**config.mk**
```make
export PLATFORM = sky130hd
export DESIGN_NAME = cpu_mem_arbiter
export DESIGN_NICKNAME = d
export VERILOG_FILES = /design/src/rtl/cpu_mem_arbiter_pkg.sv /design/src/rtl/cpu_mem_arbiter_pick.sv /design/src/rtl/cpu_mem_arbiter.sv
export SDC_FILE = /design/constraint.sdc
export NUM_CORES = 1
export LEC_CHECK = 0
export BUFFER_PORTS_ARGS = -buffer_cell sky130_fd_sc_hd__buf_4
export CORE_MARGIN = 3
export CORE_UTILIZATION = 45
export CTS_CLUSTER_SIZE = 10
export DETAILED_ROUTE_END_ITERATION = 16
export PLACE_DENSITY = 0.79
export SYNTH_ARGS = -nofsm -noshare
export SYNTH_HDL_FRONTEND = slang
export SYNTH_HIERARCHICAL = 1
export SYNTH_SLANG_ARGS = --single-unit
```
**constraint.sdc**
```tcl
create_clock -name clk -period 1.67 [get_ports clk]
set_input_delay 0 -clock clk [delete_from_list [all_inputs] [get_ports clk]]
set_output_delay 0 -clock clk [all_outputs]
set_load 0.005 [all_outputs]
```
**src/rtl/cpu_mem_arbiter_pkg.sv**
```systemverilog
// -----------------------------------------------------------------------------
// cpu_mem_arbiter_pkg
// Shared CPU-side definitions used by the CPU/DMA memory arbiter:
//   - cpu_rw_e     : CPU read/write select encoding (also used on rw0/rw1)
//   - arb_state_e  : arbiter FSM state encoding
//   - REQ_CPU/REQ_DMA : requester index constants
//   - WAIT_CYCLES_MAX : largest wait-state count the 4-bit counter can hold
//   - wait_load()  : clamps a wait-state parameter into the counter range
// -----------------------------------------------------------------------------
package cpu_mem_arbiter_pkg;

   typedef enum logic {
      CPU_RW_READ  = 1'b0,
      CPU_RW_WRITE = 1'b1
   } cpu_rw_e;

   typedef enum logic [1:0] {
      ST_IDLE   = 2'd0,
      ST_ACCESS = 2'd1,
      ST_DONE   = 2'd2
   } arb_state_e;

   localparam logic REQ_CPU = 1'b0;
   localparam logic REQ_DMA = 1'b1;

   localparam int WAIT_CYCLES_MAX = 15;

   // Out-of-range wait counts saturate so the counter never wraps.
   function automatic logic [3:0] wait_load(input int cycles);
      if (cycles > WAIT_CYCLES_MAX) begin
         wait_load = 4'(WAIT_CYCLES_MAX);
      end else if (cycles < 0) begin
         wait_load = 4'd0;
      end else begin
         wait_load = cycles[3:0];
      end
   endfunction

endpackage

```
**src/rtl/cpu_mem_arbiter_pick.sv**
```systemverilog
// -----------------------------------------------------------------------------
// cpu_mem_arb_pick
// Combinational winner select between requester 0 (CPU) and requester 1 (DMA).
// A lone requester always wins. On a tie:
//   CPU_MEM_ARB_ROUND_ROBIN_EN defined   : the requester not granted last wins
//   CPU_MEM_ARB_ROUND_ROBIN_EN undefined : requester 0 always wins
// Ports:
//   req0, req1  in   pending requests
//   last_owner  in   index of the previous owner (round-robin build only)
//   winner      out  index of the selected requester
// -----------------------------------------------------------------------------
module cpu_mem_arb_pick
   import cpu_mem_arbiter_pkg::*;
(
   input  logic req0,
   input  logic req1,
`ifdef CPU_MEM_ARB_ROUND_ROBIN_EN
   input  logic last_owner,
`endif
   output logic winner
);

   // Winner select; with no request the result is don't-care and reads as CPU.
   always_comb begin
      winner = REQ_CPU;
      if (req0 && req1) begin
`ifdef CPU_MEM_ARB_ROUND_ROBIN_EN
         winner = ~last_owner;
`else
         winner = REQ_CPU;
`endif
      end else if (req1) begin
         winner = REQ_DMA;
      end else begin
         winner = REQ_CPU;
      end
   end

endmodule

```
**src/rtl/cpu_mem_arbiter.sv**
```systemverilog
// -----------------------------------------------------------------------------
// cpu_mem_arbiter
// Two-requester (CPU=0, DMA=1) arbiter in front of a single memory port.
// Flow: IDLE -> ACCESS (WAIT_CYCLES+1 cycles, mem_en high) -> DONE (ack) -> IDLE.
// The winner's rw/addr/wdata are captured on the grant and held for the whole
// access, so requester inputs may change freely until the next IDLE.
// Optional feature: define CPU_MEM_ARB_ROUND_ROBIN_EN for round-robin tie
// breaking; otherwise requester 0 has fixed priority.
// Ports:
//   clk, rst            clock, synchronous active-high reset
//   enable              gates new grants only; an access in flight completes
//   req0/req1           requests, held until the matching ack
//   rw0/rw1             read/write select (cpu_rw_e encoding)
//   addr0/addr1         requester addresses
//   wdata0/wdata1       requester write data
//   ack0/ack1           one-cycle completion pulse to the owner
//   rdata               read data, valid from the ack cycle until the next ack
//   busy                high in ACCESS and DONE
//   grant               index of the current/last owner
//   mem_en/mem_we       memory strobe and write enable
//   mem_addr/mem_wdata  memory address and write data
//   mem_rdata           memory read data, sampled in the last ACCESS cycle
// -----------------------------------------------------------------------------
module cpu_mem_arbiter
   import cpu_mem_arbiter_pkg::*;
#(
   parameter int ADDR_WIDTH  = 16,
   parameter int DATA_WIDTH  = 8,
   parameter int WAIT_CYCLES = 1
)(
   input  logic                  clk,
   input  logic                  rst,
   input  logic                  enable,
   input  logic                  req0,
   input  logic                  req1,
   input  logic                  rw0,
   input  logic                  rw1,
   input  logic [ADDR_WIDTH-1:0] addr0,
   input  logic [ADDR_WIDTH-1:0] addr1,
   input  logic [DATA_WIDTH-1:0] wdata0,
   input  logic [DATA_WIDTH-1:0] wdata1,
   output logic                  ack0,
   output logic                  ack1,
   output logic [DATA_WIDTH-1:0] rdata,
   output logic                  busy,
   output logic                  grant,
   output logic                  mem_en,
   output logic                  mem_we,
   output logic [ADDR_WIDTH-1:0] mem_addr,
   output logic [DATA_WIDTH-1:0] mem_wdata,
   input  logic [DATA_WIDTH-1:0] mem_rdata
);

   localparam logic [3:0] WAIT_LOAD = wait_load(WAIT_CYCLES);

   arb_state_e            state_r,  state_nxt_s;
   logic [3:0]            cnt_r,    cnt_nxt_s;
   logic                  own_r,    own_nxt_s;
   cpu_rw_e               rw_r,     rw_nxt_s;
   logic [ADDR_WIDTH-1:0] addr_r,   addr_nxt_s;
   logic [DATA_WIDTH-1:0] wdata_r,  wdata_nxt_s;
   logic [DATA_WIDTH-1:0] rdata_r,  rdata_nxt_s;
   logic                  mem_en_r, mem_en_nxt_s;
   logic                  mem_we_r, mem_we_nxt_s;
   logic                  ack0_r,   ack0_nxt_s;
   logic                  ack1_r,   ack1_nxt_s;
   logic                  busy_r,   busy_nxt_s;
   logic                  win_s;
`ifdef CPU_MEM_ARB_ROUND_ROBIN_EN
   logic                  last_r,   last_nxt_s;
`endif

   cpu_mem_arb_pick u_pick (
      .req0       (req0),
      .req1       (req1),
`ifdef CPU_MEM_ARB_ROUND_ROBIN_EN
      .last_owner (last_r),
`endif
      .winner     (win_s)
   );

   // State register plus all datapath and output registers.
   always_ff @(posedge clk) begin
      if (rst) begin
         state_r  <= ST_IDLE;
         cnt_r    <= 4'd0;
         own_r    <= REQ_CPU;
         rw_r     <= CPU_RW_READ;
         addr_r   <= '0;
         wdata_r  <= '0;
         rdata_r  <= '0;
         mem_en_r <= 1'b0;
         mem_we_r <= 1'b0;
         ack0_r   <= 1'b0;
         ack1_r   <= 1'b0;
         busy_r   <= 1'b0;
`ifdef CPU_MEM_ARB_ROUND_ROBIN_EN
         // DMA as last owner lets the CPU win the first tie.
         last_r   <= REQ_DMA;
`endif
      end else begin
         state_r  <= state_nxt_s;
         cnt_r    <= cnt_nxt_s;
         own_r    <= own_nxt_s;
         rw_r     <= rw_nxt_s;
         addr_r   <= addr_nxt_s;
         wdata_r  <= wdata_nxt_s;
         rdata_r  <= rdata_nxt_s;
         mem_en_r <= mem_en_nxt_s;
         mem_we_r <= mem_we_nxt_s;
         ack0_r   <= ack0_nxt_s;
         ack1_r   <= ack1_nxt_s;
         busy_r   <= busy_nxt_s;
`ifdef CPU_MEM_ARB_ROUND_ROBIN_EN
         last_r   <= last_nxt_s;
`endif
      end
   end

   // Next-state, wait counter, request capture and read-data capture.
   always_comb begin
      state_nxt_s = state_r;
      cnt_nxt_s   = cnt_r;
      own_nxt_s   = own_r;
      rw_nxt_s    = rw_r;
      addr_nxt_s  = addr_r;
      wdata_nxt_s = wdata_r;
      rdata_nxt_s = rdata_r;
`ifdef CPU_MEM_ARB_ROUND_ROBIN_EN
      last_nxt_s  = last_r;
`endif
      case (state_r)
         ST_IDLE: begin
            if (enable && (req0 || req1)) begin
               state_nxt_s = ST_ACCESS;
               cnt_nxt_s   = WAIT_LOAD;
               own_nxt_s   = win_s;
`ifdef CPU_MEM_ARB_ROUND_ROBIN_EN
               last_nxt_s  = win_s;
`endif
               if (win_s == REQ_DMA) begin
                  rw_nxt_s    = cpu_rw_e'(rw1);
                  addr_nxt_s  = addr1;
                  wdata_nxt_s = wdata1;
               end else begin
                  rw_nxt_s    = cpu_rw_e'(rw0);
                  addr_nxt_s  = addr0;
                  wdata_nxt_s = wdata0;
               end
            end else begin
               state_nxt_s = ST_IDLE;
            end
         end
         ST_ACCESS: begin
            // Counter at zero marks the last ACCESS cycle, where mem_rdata is valid.
            if (cnt_r == 4'd0) begin
               state_nxt_s = ST_DONE;
               if (rw_r == CPU_RW_READ) begin
                  rdata_nxt_s = mem_rdata;
               end else begin
                  rdata_nxt_s = rdata_r;
               end
            end else begin
               cnt_nxt_s = cnt_r - 4'd1;
            end
         end
         ST_DONE: begin
            state_nxt_s = ST_IDLE;
         end
         default: begin
            state_nxt_s = ST_IDLE;
         end
      endcase
   end

   // Outputs decoded from the next state so they come straight from flops.
   always_comb begin
      mem_en_nxt_s = (state_nxt_s == ST_ACCESS);
      mem_we_nxt_s = (state_nxt_s == ST_ACCESS) && (rw_nxt_s == CPU_RW_WRITE);
      busy_nxt_s   = (state_nxt_s != ST_IDLE);
      ack0_nxt_s   = (state_nxt_s == ST_DONE) && (own_nxt_s == REQ_CPU);
      ack1_nxt_s   = (state_nxt_s == ST_DONE) && (own_nxt_s == REQ_DMA);
   end

   assign ack0      = ack0_r;
   assign ack1      = ack1_r;
   assign rdata     = rdata_r;
   assign busy      = busy_r;
   assign grant     = own_r;
   assign mem_en    = mem_en_r;
   assign mem_we    = mem_we_r;
   assign mem_addr  = addr_r;
   assign mem_wdata = wdata_r;

endmodule
```
==> results of run 1 <==
cell usage after synthesis (2+ instances only):
cell / count / share of area
inv_1: 2 / 0.0037
clkbuf_1: 7 / 0.013
dfxtp_1: 45 / 0.45
buf_2: 8 / 0.020
o21ai_1: 2 / 0.0050
a211oi_1: 25 / 0.093
nand3_1: 3 / 0.0075
or3_1: 2 / 0.0062
a21oi_1: 31 / 0.077
nand2_1: 3 / 0.0056
nand2b_1: 17 / 0.053
or3b_1: 2 / 0.0087
mux2i_1: 32 / 0.16
per-stage QoR:
step	utilization	power, uW	area (um^2)	cells	worst slack [ns]
finish	0.730	2630	3030	358	0.100
global route	0.730	2760	3020	357	0.0339
CTS	0.729	2650	3020	357	0.0653
detailed placement	0.684	1800	2840	342	0.0859
global placement	0.684	1790	2840	342	0.134
floorplan	-	1500	2010	200	0.182
state kept, by name, summed over array words and instances, names as in the netlist:
name,flops
mem_addr,16
mem_wdata,8
rdata,8
cnt_r,4
state_r,2
ack0,1
ack1,1
busy,1
grant,1
mem_en,1
mem_we,1
rw_r,1
power by group:
part | switching [uW] | total (uW) | internal [uW] | leakage [uW]
Sequential | 48.6 | 1210 | 1160 | 0.000370
Clock | 353 | 841 | 488 | 0.0000585
Combinational | 246 | 584 | 338 | 0.000863
Total | 648 | 2630 | 1980 | 0.00129
kinds of logic after synthesis:
family	after synthesis
DFF	45
buffers and inverters	17
muxes	33
adders and majority gates	1
and+or+nand+nor	40
AOI/OAI and AO/OA	64
cell type report:
cell class | count | area [um^2] | share of cell area
Clock inverter | 1 | 30.0 | 0.00992
Inverter | 2 | 7.51 | 0.00248
Timing Repair Buffer | 114 | 898 | 0.297
Sequential cell | 45 | 902 | 0.298
Multi-Input combinational cell | 138 | 1040 | 0.343
Clock buffer | 7 | 86.3 | 0.0285
Tap cell | 50 | 62.6 | 0.0207
Antenna cell | 1 | 2.50 | 0.000827
layer usage:
metal  up-vias  share of wire  routed length [um]  GRT usage
met3         3          0.088                 463     0.0813
met4         0         0.0055                  29     0.0574
met1       856           0.40                2110      0.223
met2        65           0.50                2640      0.352
met5         -              0                   0          0
li1        951              -                   -          -
worst min-delay path: stages:
cell and delay [ns]:
buf_4 0.11, nand2b_1 0.07, mux2i_1 0.08
how the worst max path moves through the flow:
stage | cells after the start | start | endpoint
3_5_place_dp | 5 | cnt_r[0] | cnt_r[3]
2_1_floorplan | 5 | cnt_r[0] | cnt_r[3]
3_3_place_gp | 5 | cnt_r[0] | cnt_r[3]
4_1_cts | 5 | cnt_r[0] | cnt_r[3]
6_report | 5 | cnt_r[0] | cnt_r[3]
5_1_grt | 5 | cnt_r[0] | cnt_r[3]
what timing repair did:
action,in CTS,in global routing
resized for setup,0,1
hold endpoints to repair,7,0
endpoints found under the setup margin,0,1
hold buffers,7,0
buffers inserted,0,0
==> qor.yml, run 1 <==
run_status:
  status: "completed"
power:
  peakVddDrop_v: 0.000564
  p_per_area_nw_per_um2: 869
  power_leakage_uw: 0.00129
worst_hold_path:
  min_path_cells: 3
  holdPathEnd: "rdata[3]"
  hold_class: "input pin to flip-flop"
  holdCritStartpoint: "mem_rdata[3]"
drt:
  drc_errors: 0
  ant_nets: 0
  wirelength_um: 5240
  viasPerCell: 5.24
  vias: 1875
  drtPass1Iterations: 4
  wl_per_cell_um: 14.6
  drt-initial-drc-count: 72
timing:
  drv_slew: 0
  setup_viol: 0
  finalClockSkew_ns: 0.00834
  hold_ws_ns: 0.00574
  final.setup.tns_ns: 0
  fin_crit_ns: 1.57
  slew_headroom: 0.685
  hold_viol_final: 0
  worst_pin_slew_ns: 0.473
  grt_setup_unrepaired: "no"
  post-route-period-util: 0.940
  fmax_mhz: 637
finish:
  layout-area-overhead-vs-synth_pct: 50.4
  fillers: 319
  layout_commonest_cell: "buf_4"
  fin_nets: 370
  mostFrequentLayoutCells: "105 x buf_4, 44 x dfxtp_1, 32 x mux2i_1"
  drive_gt1_frac: 0.401
clock_tree:
  cts.htree.levels: 2
  clock_latency_ns: 0.30
  cts_buffers: 5
  path_clk_slew_ns: 0.08
  cts_buffer_depth: 2
  cts.sinks: 45
  cts_root_buf: "clkbuf_8"
  tritoncts: "built"
yosys:
  syn_area_um2: 2010
  ys_warn_count: 6
  synth_top_family_by_area: "compound AO/OA/AOI/OAI gates"
  syn-mean-instance-area_um2: 10.1
  ys.flop_type: "dfxtp_1"
  synth-xor-area-share: 0
  syn_nets: 264
  ys_types: 34
  seq_area_frac_synth: 0.448
  synth_edf_count: 0
  async_flop_share: 0
  ys_seq_elements: 45
  yosys.area_share.simple: 0.145
  synth-compound-area-share: 0.200
  synthCells: 200
  synth_mux_area_frac: 0.165
  synthAdderAreaFrac: 0.00622
die:
  dieHeight_um: 72.9
  std_cell_rows: 23
  coreArea_um2: 4140
  die_w_um: 72.9
  die-area_um2: 5310
  start_util: 0.486
  ios: 101
setup_path:
  arrival_ns: 1.79
  crit_path_max_fanout: 3
  startpoint_type: "flip-flop"
  rr_worst_depth: 5
  reg2reg_from: "cnt_r[0]"
  r2r-end: "cnt_r[3]"
  worstSetupPathType: "flip-flop to flip-flop"
  slowest_stage: "or4_1"
  crit_path_end_kind: "flip-flop"
  crit_buf_inv: 1
  cp_slowest_stage_delay_ns: 0.50
  crit_chain: "inv_1, ha_1, nor3b_1, or4_1, a211oi_2"
  reg2reg_slack_ns: 0.1
  cp.required_ns: 1.89
  cp_top_family: "simple AND/OR/NAND/NOR gates"
grt:
  grt_pass1_wl_um: 8310
  antenna_found_initial: 0
  grt_pass1_vias: 1896
  gr-total-overflow: 0
  grt_max_degree: 52
  track_usage: 0.201
placed_design:
  place_congestion: 0.848
  dp_hpwl_um: 3780
  numPortBuffers: 100
run:
  drv_cap: 0
Note: power is estimated with default switching activity, not from simulation.
==> run 2: changes to the inputs <==
--- a/config.mk
+++ b/config.mk
@@ -5,13 +5,12 @@
 export SDC_FILE = /design/constraint.sdc
 export NUM_CORES = 1
 export LEC_CHECK = 0
-export BUFFER_PORTS_ARGS = -buffer_cell sky130_fd_sc_hd__buf_4
 export CORE_MARGIN = 3
-export CORE_UTILIZATION = 45
+export CORE_UTILIZATION = 50
 export CTS_CLUSTER_SIZE = 10
 export DETAILED_ROUTE_END_ITERATION = 16
-export PLACE_DENSITY = 0.79
+export DONT_BUFFER_PORTS = 1
+export SLEW_MARGIN = 10
 export SYNTH_ARGS = -nofsm -noshare
 export SYNTH_HDL_FRONTEND = slang
-export SYNTH_HIERARCHICAL = 1
 export SYNTH_SLANG_ARGS = --single-unit
==> run 2 against run 1 <==
Effect of this change:
- first-iteration DRC count up 14%
- cell count decreased by 18%
- register-to-register slack got worse by 0.11 ns
- critical endpoint is now rdata[6]
- global-route usage up 3.5 points
- largest power group unchanged
- highest routed layer unchanged
- sequential power about the same
- count of clock-buffer cells in the layout did not move
- maximum frequency shrank 6.8%
- via count down 16%
- the flow now finishes with violations (hold timing, setup timing)
- synthesized cell count is 5.5% lower
- die area down 16%
- non-clock buffer count decreased by 51
- routed wire length is 3.5% lower
==> qor.yml, run 2 <==
drt:
  wl_per_cell_um: 17.3  # was 14.6 um
  viasPerCell: 5.41  # was 5.24
  wirelength_um: 5060  # was 5240 um
  drtPass1Iterations: 4  # unchanged
  drc_errors: 0  # unchanged
  ant_nets: 0  # unchanged
  drt-initial-drc-count: 82  # was 72
  vias: 1580  # was 1875
power:
  switching_share: 0.257  # was 0.246
  power_frac_seq: 0.508  # was 0.458
  peakVddDrop_v: 0.000576  # was 0.000564 V
  intPower_uw: 1790  # was 1980 uW
  p_clk_frac: 0.297  # was 0.320
  combPwrFrac: 0.195  # was 0.222
  p_per_area_nw_per_um2: 916  # was 869 nW/um^2
  power_switching_uw: 620  # was 648 uW
  power_leakage_uw: 0.000986  # was 0.00129 uW
yosys:
  async_flop_share: 0  # unchanged
  synth_top_area_frac: 0.491  # was 0.448
  synth_edf_count: 0  # unchanged
  yosysTopAreaCell: "dfxtp_1"  # unchanged
  ys_seq_elements: 45  # unchanged
  synthTopCellsByArea: "dfxtp_1 49%, mux2i_1 18%, a211oi_1 10%"  # was dfxtp_1 45%, mux2i_1 16%, a211oi_1 9.3%
  ys_types: 25  # was 34
  syn-mean-instance-area_um2: 9.71  # was 10.1 um^2
  synth.most_common_cell: "dfxtp_1"  # unchanged
  seq_area_frac_synth: 0.491  # was 0.448
  syn_nets: 253  # was 264
  synth_common_cells: "45 x dfxtp_1, 42 x nor2_1, 33 x mux2i_1, 25 x a211oi_1, 7 x buf_2"  # was 45 x dfxtp_1, 32 x mux2i_1, 31 x a21oi_1, 25 x a211oi_1, 17 x nand2b_1
  ys.flop_type: "dfxtp_1"  # unchanged
  ys_warn_count: 0  # was 6
  synthCells: 189  # was 200
  syn_area_um2: 1840  # was 2010 um^2
finish:
  fin_nets: 309  # was 370
  layout-area-overhead-vs-synth_pct: 43.6  # was 50.4%
  fin_util: 0.766  # was 0.730
  largest_reg_flops: 16  # unchanged
  fillers: 229  # was 319
  mostFrequentLayoutCells: "55 x dlygate4sd3_1, 43 x dfxtp_1, 41 x nor2_1"  # was 105 x buf_4, 44 x dfxtp_1, 32 x mux2i_1
  layout_commonest_cell: "dlygate4sd3_1"  # was buf_4
  antenna_cells: 0  # was 1
  drive_gt1_frac: 0.122  # was 0.401
clock_tree:
  cts.htree.levels: 2  # unchanged
  tritoncts: "built"  # unchanged
  path_clk_slew_ns: 0.08  # about the same
  cts.sinks: 45  # unchanged
  cts_buffer_depth: 2  # unchanged
  clock_latency_ns: 0.29  # was 0.30 ns
  cts_root_buf: "clkbuf_8"  # unchanged
  cts_buffers: 5  # unchanged
run_status:
  violations: "hold timing, setup timing"
  status: "finished, violations left"  # was completed
timing:
  drv_slew: 0  # unchanged
  worst_pin_slew_ns: 0.313  # was 0.473 ns
  hold_viol_final: 1  # was 0
  setup_viol: 2  # was 0
  slew_headroom: 0.791  # was 0.685
  grt_setup_unrepaired: "yes"  # was no
  finalClockSkew_ns: 0.00330  # was 0.00834 ns
  setup_ws_ns: -0.0145  # was 0.100 ns
  final.setup.tns_ns: -0.0268  # was 0 ns
  fmax_mhz: 594  # was 637 MHz
  fin_crit_ns: 1.68  # was 1.57 ns
  hold_ws_ns: -0.0274  # was 0.00574 ns
  post-route-period-util: 1.01  # was 0.940
setup_path:
  worstSetupPathType: "flip-flop to flip-flop"  # unchanged
  startpoint_type: "flip-flop"  # unchanged
  crit_path_end_kind: "flip-flop"  # unchanged
  arrival_ns: 1.87  # was 1.79 ns
  cp.required_ns: 1.86  # was 1.89 ns
  crit_path_max_fanout: 8  # was 3
  reg2reg_from: "cnt_r[1]"  # was cnt_r[0]
  cp-startpoint: "cnt_r[1]"  # was cnt_r[0]
worst_hold_path:
  holdCritStartpoint: "addr0[12]"  # was mem_rdata[3]
  hold_class: "input pin to flip-flop"  # unchanged
run:
  drv_cap: 0  # unchanged
die:
  ios: 101  # unchanged
  coreArea_um2: 3440  # was 4140 um^2
  die_w_um: 66.6  # was 72.9 um
  start_util: 0.533  # was 0.486
  die-area_um2: 4430  # was 5310 um^2
  std_cell_rows: 21  # was 23
  dieHeight_um: 66.6  # was 72.9 um
grt:
  antenna_found_initial: 0  # unchanged
  track_usage: 0.236  # was 0.201
  gr-total-overflow: 0  # unchanged
  grt_pass1_vias: 1583  # was 1896
  grt_pass1_wl_um: 7720  # was 8310 um
  grt_max_degree: 56  # was 52
placed_design:
  place_congestion: 0.720  # was 0.848
  dp_hpwl_um: 2730  # was 3780 um
  numPortBuffers: 0  # was 100
run 2: routing by layer:
metal | global-route usage | share of wire | up-vias
met4 | 0.114 | 0.019 | 0
met3 | 0.0708 | 0.084 | 8
met2 | 0.381 | 0.50 | 70
li1 | - | - | 775
met5 | 0 | 0 | -
met1 | 0.282 | 0.40 | 727
run 2: worst paths after layout:
kind / to / slack (ns) / cells after the start
min: mem_addr[12] / -0.03 / 2
max: rdata[6] / -0.01 / 7
min reg2reg: cnt_r[0] / 0.49 / 2
max reg2reg: rdata[6] / -0.01 / 7
run 2: power by group through the flow:
stage | Combinational, uW | Sequential [uW] | Clock (uW)
global placement | 272 | 1250 | 0
floorplan | 242 | 1230 | 0
CTS | 426 | 1220 | 733
detailed placement | 286 | 1250 | 0
finish | 471 | 1230 | 717
global route | 517 | 1240 | 776
run 2: logic make-up after synthesis:
group / count (synthesis) / share of synthesized area
simple gates: 62 / 0.155
flops: 45 / 0.491
mux: 34 / 0.186
compound gates: 30 / 0.119
buf+inv: 16 / 0.0375
xor+xnor: 1 / 0.00477
fa+ha+maj: 1 / 0.00682
run 2: layout make-up:
class | count | area, um^2 | area share
multi-input cells | 128 | 906 | 0.344
well taps | 46 | 57.6 | 0.0218
clock inverters | 1 | 5.00 | 0.00190
inverters | 2 | 7.51 | 0.00285
clock buffers | 7 | 96.3 | 0.0365
flip-flops and latches | 45 | 903 | 0.343
repair buffers | 63 | 661 | 0.251
run 2: timing repair:
item / in CTS / in global routing
hold buffers: 56 / 0
gates resized for setup: 0 / 7
setup buffers: 0 / 3
setup endpoints to repair: 0 / 8
hold endpoints to repair: 45 / 0
run 2: critical path, cell delays in order, from the launching register on:
cell     delay, ns
dfxtp_2       0.33
inv_2         0.07
ha_4          0.13
or3b_4        0.39
nor3_4        0.21
buf_12        0.16
mux2i_2       0.22
nor2_1        0.07
run 2: per-stage QoR:
stage | area [um^2] | cells | hold WS [ns] | total power, uW | setup slack, ns
final | 2640 | 292 | -0.0274 | 2410 | -0.0145
after global routing | 2640 | 292 | 0.0193 | 2530 | -0.0635
after CTS | 2590 | 289 | 0.00625 | 2380 | 0.0129
after detailed placement | 1920 | 225 | 0.0739 | 1530 | 0.0408
after global placement | 1920 | 225 | 0.0713 | 1520 | 0.0907
after floorplan | 1840 | 189 | 0.147 | 1470 | 0.00438
